===== src/rtl/fifo_umbrales.sv =====
// Single-clock FIFO with programmable almost-full / almost-empty thresholds.
// One instance per traffic queue, feeding the transaction-layer control FSM.
module fifo_umbrales #(
  parameter int unsigned WORD_SIZE = 12,
  parameter int unsigned MEM_SIZE  = 8,
  parameter int unsigned PTR       = 3
) (
  input  logic                 clk,
  input  logic                 reset,
  input  logic                 fifo_wr,
  input  logic [WORD_SIZE-1:0] fifo_data_in,
  input  logic                 fifo_rd,
  input  logic [PTR-1:0]       full_threshold,
  input  logic [PTR-1:0]       empty_threshold,
  output logic [WORD_SIZE-1:0] fifo_data_out,
  output logic                 fifo_valid,
  output logic                 fifo_empty,
  output logic                 fifo_full,
  output logic                 almost_full,
  output logic                 almost_empty,
  output logic                 fifo_error,
  output logic [PTR:0]         count
);

  localparam logic [PTR:0] DepthCnt = (PTR + 1)'(MEM_SIZE);

  logic [WORD_SIZE-1:0] mem_q [MEM_SIZE];

  logic [PTR-1:0]       wr_ptr_q, wr_ptr_d;
  logic [PTR-1:0]       rd_ptr_q, rd_ptr_d;
  logic [PTR:0]         count_q, count_d;
  logic [WORD_SIZE-1:0] data_out_q, data_out_d;
  logic                 valid_q, valid_d;
  logic                 error_q, error_d;

  logic is_empty, is_full;
  logic rd_acc, wr_acc;

  assign is_empty = (count_q == '0);
  assign is_full  = (count_q == DepthCnt);

  // A read frees a slot in the same cycle, so a full FIFO still takes a write
  // alongside an accepted read. There is no bypass when empty.
  assign rd_acc = fifo_rd && !is_empty;
  assign wr_acc = fifo_wr && (!is_full || rd_acc);

  always_comb begin
    wr_ptr_d   = wr_ptr_q;
    rd_ptr_d   = rd_ptr_q;
    count_d    = count_q;
    data_out_d = data_out_q;
    valid_d    = 1'b0;
    error_d    = error_q;

    if (wr_acc) begin
      wr_ptr_d = wr_ptr_q + PTR'(1);
    end

    if (rd_acc) begin
      rd_ptr_d   = rd_ptr_q + PTR'(1);
      data_out_d = mem_q[rd_ptr_q];
      valid_d    = 1'b1;
    end

    unique case ({wr_acc, rd_acc})
      2'b10:   count_d = count_q + (PTR + 1)'(1);
      2'b01:   count_d = count_q - (PTR + 1)'(1);
      default: count_d = count_q;
    endcase

    // Sticky: dropped write (overflow) or read on empty (underflow).
    if ((fifo_wr && !wr_acc) || (fifo_rd && is_empty)) begin
      error_d = 1'b1;
    end
  end

  always_ff @(posedge clk) begin
    if (!reset) begin
      wr_ptr_q   <= '0;
      rd_ptr_q   <= '0;
      count_q    <= '0;
      data_out_q <= '0;
      valid_q    <= 1'b0;
      error_q    <= 1'b0;
    end else begin
      wr_ptr_q   <= wr_ptr_d;
      rd_ptr_q   <= rd_ptr_d;
      count_q    <= count_d;
      data_out_q <= data_out_d;
      valid_q    <= valid_d;
      error_q    <= error_d;
    end
  end

  // Storage is not reset; its contents are unobservable while count is zero.
  always_ff @(posedge clk) begin
    if (reset && wr_acc) begin
      mem_q[wr_ptr_q] <= fifo_data_in;
    end
  end

  assign fifo_data_out = data_out_q;
  assign fifo_valid    = valid_q;
  assign fifo_error    = error_q;
  assign count         = count_q;
  assign fifo_empty    = is_empty;
  assign fifo_full     = is_full;
  assign almost_full   = (full_threshold != '0) && (count_q >= {1'b0, full_threshold});
  assign almost_empty  = (count_q <= {1'b0, empty_threshold});

endmodule


===== config.mk =====
export PLATFORM = sky130hd
export DESIGN_NAME = fifo_umbrales
export DESIGN_NICKNAME = d
export VERILOG_FILES = /design/src/rtl/fifo_umbrales.sv
export SDC_FILE = /design/constraint.sdc
export NUM_CORES = 1
export LEC_CHECK = 0
export CAP_MARGIN = 20
export CORE_MARGIN = 8
export CORE_UTILIZATION = 61
export CTS_CLUSTER_SIZE = 20
export DETAILED_ROUTE_END_ITERATION = 12
export PLACE_DENSITY = 0.86
export SLEW_MARGIN = 20
export SYNTH_ARGS = -nofsm -noshare
export SYNTH_HDL_FRONTEND = slang
export SYNTH_SLANG_ARGS = --single-unit

===== constraint.sdc =====
create_clock -name clk -period 6.1 [get_ports clk]
set_clock_uncertainty 0.15 [all_clocks]
set_input_delay 1.22 -clock clk [delete_from_list [all_inputs] [get_ports clk]]
set_output_delay 1.22 -clock clk [all_outputs]
set_load 0.1 [all_outputs]

==> results.tsv, run 1 <==
stage	metric	value	unit
setup_path	Crit. End Element	output port	
drt	DRT Pass-1 Iters	4	
clock_network	Clock Path Buffers	2	
drt	DR DRC count	0	
placement	hpwl dp	5.92	mm
outcome	status	finished, final reports clean	
finish	n_diodes	0	
drt	Via Count	2800	
setup_path	Crit. Startpoint	count[2]	
global_routing	met2 Usage GRT	29.5	%
die	Initial Util	63.0	%
synthesis	syn_nets	329	
die	Die Ht	106	um
run	max cap viols	0	
finish	final core occ	77.5	%
setup_path	Worst Setup Path Type	reg -> out	
setup_path	worst endpoint required time	4730	ps
synthesis	ys flop type	edfxtp_1	
power	Lkg Pwr	0.00201	uW
synthesis	Synth async-reset ratio	0	%
setup_path	Setup crit end	fifo_full	
global_routing	Top Usage Layer GRT	met2	
die	Placement Rows	32	
sta	Slew Viols, Final	0	
setup_path	R2R Path End	count[3]	
setup_path	crit path max-delay cell type	clkdlybuf4s50_1	
clock_network	Worst-path clk slew	50	ps
clock_network	CTS buffer count	17	
sta	fmax	237	MHz
sta	min Tclk post-route	4220	ps
drt	Post-DRT Antenna Nets	0	
synthesis	post-synthesis cell count	296	
finish	fin nets	383	
sta	actual slew at the worst max-slew pin	1070	ps
clock_network	PostCTS Resize Cnt	0	
clock_network	H-tree depth	4	
synthesis	YS warnings	0	
clock_network	Clock Latency Late Sink	520	ps
min_path	Hold Crit Class	reg -> reg	
global_routing	first-pass GRT wire length	15.6	mm
die	CORE AREA	7770	sq um
setup_path	Worst R2R Start	count[3]	
global_routing	met1 Use GR	22.6	%
sta	unrepaired setup endpoints after global routing	no	
global_routing	met3 GRT Util	6.52	%
power	PD cells	523	nW/um^2
die	IO Count	44	
drt	Initial DRC Count	159	
synthesis	flop and latch count out of synthesis	120	
clock_network	clk sinks	120	
global_routing	vias in the first global route	2906	
setup_path	R2R depth	8	
synthesis	Post-Synthesis Cell Area	4890	sq um
clock_network	CTS tree	yes	
power	Max VDD drop	0.000411	V
global_routing	largest net degree at the start of global routing	29	
synthesis	sequential share of the synthesized area	68.7	%
placement	Routability Congestion	0.760	
finish	area grow syn2layout	23.0	%
sta	sum of negative setup slack	0	ps
placement	Post-DP Area	5440	sq um
global_routing	gr ovfl total	0	
finish	Post-Layout Inst Area	6020	sq um
synthesis	Post-synth EDFFs	96	
drt	WL/cell	21.9	um
setup_path	CP max FO	9	
finish	share of layout cells above drive strength 1	20.7	%
sta	Fin. Hold Viols	0	
sta	fin crit share	69.2	%
synthesis	Netlist cell types	38	
die	Die W	106	um
setup_path	startpoint types	flop	
drt	routed wire length	10.2	mm
drt	vias per inst	6.03	
placement	PortBufs	43	
clock_network	postcts setup bufs	0	
setup_path	Slowest Stage Delay on Critical Path	1130	ps
global_routing	GRT Resource Usage Total	18.4	%
sta	Setup Viol. Count Final	0	
setup_path	critical path, cell by cell	nor3_1 -> and2_1 -> clkdlybuf4s50_1	
die	full die area	11100	sq um
clock_network	CTS root buffer	clkbuf_8	
setup_path	setup slack, reg-to-reg	2980	ps
clock_network	Post-CTS Hold Fix Bufs	0	
setup_path	Critical Path AT	2850	ps
global_routing	initial antenna violation count	0	
sta	Rel. slew slack	28.6	%
synthesis	Mean Syn Cell Area	16.5	sq um
[synthesized netlist by cell type (5+ instances only)]
| library cell | count | share of area, % |
|---|---|---|
| mux2i_1 | 13 | 2.7 |
| nand2_1 | 8 | 0.61 |
| dfxtp_1 | 24 | 9.8 |
| nor2_1 | 15 | 1.2 |
| nor3_1 | 6 | 0.61 |
| a21oi_1 | 17 | 1.7 |
| inv_1 | 8 | 0.61 |
| ha_1 | 10 | 2.6 |
| mux4_2 | 24 | 11 |
| nand3_1 | 5 | 0.51 |
| edfxtp_1 | 96 | 59 |
| buf_2 | 6 | 0.61 |
| o21ai_0 | 16 | 1.6 |
| clkbuf_1 | 7 | 0.54 |
[power breakdown]
| group | internal (uW) | total, uW | switching, uW |
|---|---|---|---|
| sequential | 959 | 1030 | 71.2 |
| clock | 581 | 944 | 363 |
| combinational | 348 | 1170 | 825 |
[cells by family (layout without fill, tap and decap cells)]
group,count (synthesis),count (layout),synth area share [%]
fa+ha+maj,11,11,2.97
xor+xnor,7,7,1.25
compound gates,44,44,5.73
simple gates,50,50,4.96
mux,37,37,13.7
buf+inv,27,93,2.68
flops,120,120,68.7
[layout by cell type (no fill, tap or decap), types with 10 or more instances in the layout]
cell type        Yosys  final
ha_1                10     10
a21oi_1             17     17
buf_4                2     12
edfxtp_1            96     96
o21ai_0             16     16
dfxtp_1             24     24
clkbuf_16            0     16
mux2i_1             13     13
clkdlybuf4s50_1      0     41
mux4_2              24     24
nor2_1              15     14
[through the flow]
stage / hold slack [ps] / worst slack, ps / total power, uW / instances
after floorplan: 407 / 1420 / 1970 / 296
after global placement: 324 / 1670 / 2180 / 433
after detailed placement: 330 / 1540 / 2210 / 433
after CTS: 342 / 1860 / 3160 / 464
after global routing: 361 / 1760 / 3250 / 464
final: 338 / 1880 / 3150 / 464
[state kept, by name, indices dropped and copies added, names as in the netlist]
name           cells
count              4
fifo_data_out     12
fifo_error         1
fifo_valid         1
mem_q             96
rd_ptr_q           3
wr_ptr_q           3
[routing by layer]
metal | wire length [um] | vias up
met2 | 5290 | 119
met3 | 792 | 16
met1 | 3940 | 1405
met4 | 146 | 0
met5 | 0 | -
li1 | - | 1260
[worst min path at each step]
stage,from,end,depth (start not counted)
2_1_floorplan,wr_ptr_q[1],wr_ptr_q[1],2
3_3_place_gp,fifo_error,fifo_error,1
3_5_place_dp,fifo_error,fifo_error,1
4_1_cts,fifo_error,fifo_error,1
5_1_grt,fifo_error,fifo_error,1
6_report,fifo_error,fifo_error,1
[critical path, delay by kind of cell (launching register included)]
family	cells	cell delay (ps)
buf+inv	1	1130
simple gates	2	810
flops	1	410
[area by class of cell]
type,count,area (sq um)
fill,445,1750
tap,102,128
multi-input combinational,149,1430
clock buffer,17,414
sequential,120,3360
inverter,9,33.8
clock inverter,14,151
timing repair buffer,53,500
Power figures use the tool's default switching activity.
==> run 2: changes to the inputs <==
--- a/config.mk
+++ b/config.mk
@@ -7,10 +7,10 @@
 export LEC_CHECK = 0
 export CAP_MARGIN = 20
 export CORE_MARGIN = 8
-export CORE_UTILIZATION = 61
+export CORE_UTILIZATION = 51
 export CTS_CLUSTER_SIZE = 20
 export DETAILED_ROUTE_END_ITERATION = 12
-export PLACE_DENSITY = 0.86
+export PLACE_DENSITY = 0.77
 export SLEW_MARGIN = 20
 export SYNTH_ARGS = -nofsm -noshare
 export SYNTH_HDL_FRONTEND = slang
==> constraint.sdc (replaced) <==
create_clock -name clk -period 3.8 [get_ports clk]
set_clock_uncertainty 0.15 [all_clocks]
set_input_delay 0.76 -clock clk [delete_from_list [all_inputs] [get_ports clk]]
set_output_delay 0.76 -clock clk [all_outputs]
set_load 0.1 [all_outputs]
==> run 2 against run 1 <==
Wire length up 1.2%. Sequential cell count unchanged. Non-clock buffer count up 3. Sequential power up 67%. Worst setup slack worse by 1300 ps. Sequential share of layout area down 0.71 points. Clock-buffer cell count up 2. Final cell count up 6.7%. Die area up 17%. First-iteration DRC count down 7.5%. Utilization down 12 points. Highest routed layer unchanged.
==> results.tsv, run 2 (synthesis results as in run 1) <==
stage	metric	value	unit
min_path	Hold Crit Class	reg -> reg	
setup_path	startpoint types	primary input	
placement	PortBufs	43	
finish	FILL cells	661	
power	switching part of the total	39.4	%
clock_network	PostCTS Resize Cnt	0	
min_path	Hold Crit Depth	1	
sta	Fin Hold WS	313	ps
sta	min Tclk post-route	3190	ps
power	Max VDD drop	0.000690	V
finish	share of layout cells above drive strength 1	23.8	%
power	Psw	2000	uW
drt	WL/cell	20.8	um
outcome	status	finished, final reports clean	
power	internal power	3080	uW
clock_network	CTS tree	yes	
die	Die Ht	114	um
clock_network	CTS buffer count	17	
global_routing	GRT Resource Usage Total	16.9	%
power	PD cells	832	nW/um^2
finish	area grow syn2layout	24.6	%
drt	DRT Pass-1 Iters	4	
clock_network	postcts setup bufs	0	
clock_network	Clock Latency Late Sink	510	ps
drt	vias per inst	5.76	
setup_path	CP max FO	2	
die	CORE AREA	9280	sq um
finish	most frequent cells in the layout	96 x edfxtp_1, 35 x clkdlybuf4s50_1, 24 x mux4_2	
setup_path	Critical Path AT	2280	ps
setup_path	setup slack, reg-to-reg	1430	ps
drt	Via Count	2851	
clock_network	Worst-path clk slew	50	ps
power	Lkg Pwr	0.00206	uW
die	full die area	13000	sq um
sta	Setup Viol. Count Final	0	
setup_path	crit-path leading delay family	buffers and inverters	
global_routing	largest net degree at the start of global routing	28	
sta	Rel. slew slack	33.3	%
setup_path	worst endpoint required time	2890	ps
die	Initial Util	52.7	%
sta	fmax	313	MHz
setup_path	Slowest Stage Delay on Critical Path	450	ps
finish	most common cell after layout, fill and taps aside	edfxtp_1	
clock_network	H-tree depth	4	
sta	worst setup margin	605	ps
setup_path	R2R depth	8	
sta	Fin. Hold Viols	0	
placement	Place WS	574	ps
finish	Most flops, register	mem_q	
min_path	hold endpoint	fifo_error	
drt	Initial DRC Count	147	
clock_network	Post-CTS Hold Fix Bufs	0	
clock_network	clk sinks	120	
setup_path	Worst R2R Start	count[3]	
finish	area of the multi-input gates	1440	sq um
sta	sum of negative setup slack	0	ps
power	Clk pwr share	29.7	%
drt	routed wire length	10.3	mm
finish	fin nets	386	
min_path	Hold Path Origin	fifo_error	
global_routing	vias in the first global route	2937	
sta	Slew Viols, Final	0	
drt	DR DRC count	0	
power	fraction of power consumed by sequential logic	34.0	%
sta	unrepaired setup endpoints after global routing	no	
global_routing	first-pass GRT wire length	16.3	mm
global_routing	gr ovfl total	0	
finish	Seq. cell area	3360	sq um
die	Die W	114	um
placement	hpwl dp	6.23	mm
die	IO Count	44	
setup_path	WP buf/inv	3	
finish	max reg flops	96	
global_routing	initial antenna violation count	0	
setup_path	crit path max-delay cell type	clkdlybuf4s50_1	
run	max cap viols	0	
setup_path	R2R Path End	count[3]	
setup_path	critical path, cell by cell	clkdlybuf4s50_1 -> inv_1 -> ha_1 -> nor2b_1 -> o21ai_0 -> nand2b_1 -> a21oi_2 -> buf_12	
setup_path	Worst Setup Path Type	in -> out	
drt	Post-DRT Antenna Nets	0	
sta	actual slew at the worst max-slew pin	997	ps
placement	Routability Congestion	0.730	
clock_network	Clock Path Buffers	2	
finish	n_diodes	0	
sta	fin crit share	84.1	%
power	Comb pwr share	36.3	%
clock_network	CTS root buffer	clkbuf_8	
setup_path	Crit. End Element	output port	
die	Placement Rows	35	
## run 2: per-layer routing
layer  GRT usage [%]  share of wire, %  up-vias
met3            5.60               7.7        8
li1                -                 -     1272
met2            27.6                50       94
met4            6.48              0.66        0
met5               0                 0        -
met1            20.4                42     1477
## run 2: through the flow
stage          cell area, sq um  util, %  instances  power [uW]
2_1_floorplan              4900        -        296        3170
3_3_place_gp               5530     59.6        463        3570
3_5_place_dp               5530     59.6        463        3600
4_1_cts                    6100     65.7        495        5120
5_1_grt                    6100     65.7        495        5280
6_report                   6100     65.7        495        5070
## run 2: how the worst max path moves through the flow
stage	start	end	slack [ps]	cells past startpoint
2_1_floorplan	count[1]	almost_empty	190	5
3_3_place_gp	empty_threshold[1]	almost_empty	650	8
3_5_place_dp	empty_threshold[1]	almost_empty	570	8
4_1_cts	empty_threshold[1]	almost_empty	580	8
5_1_grt	empty_threshold[1]	almost_empty	510	8
6_report	empty_threshold[1]	almost_empty	610	8
## run 2: final cells by class
cell class	instances	share of cell area, %
Tap cell	129	2.65
Clock inverter	13	2.40
Clock buffer	19	6.91
Inverter	9	0.554
Timing Repair Buffer	56	8.74
Sequential cell	120	55.1
Multi-Input combinational cell	149	23.6
## run 2: power groups by stage
stage          logic, uW  registers (uW)  clock network (uW)
5_1_grt             1930            1750                1590
3_5_place_dp        1850            1750                   0
3_3_place_gp        1820            1750                   0
2_1_floorplan        943            2230                   0
4_1_cts             1860            1730                1530
6_report            1840            1720                1510
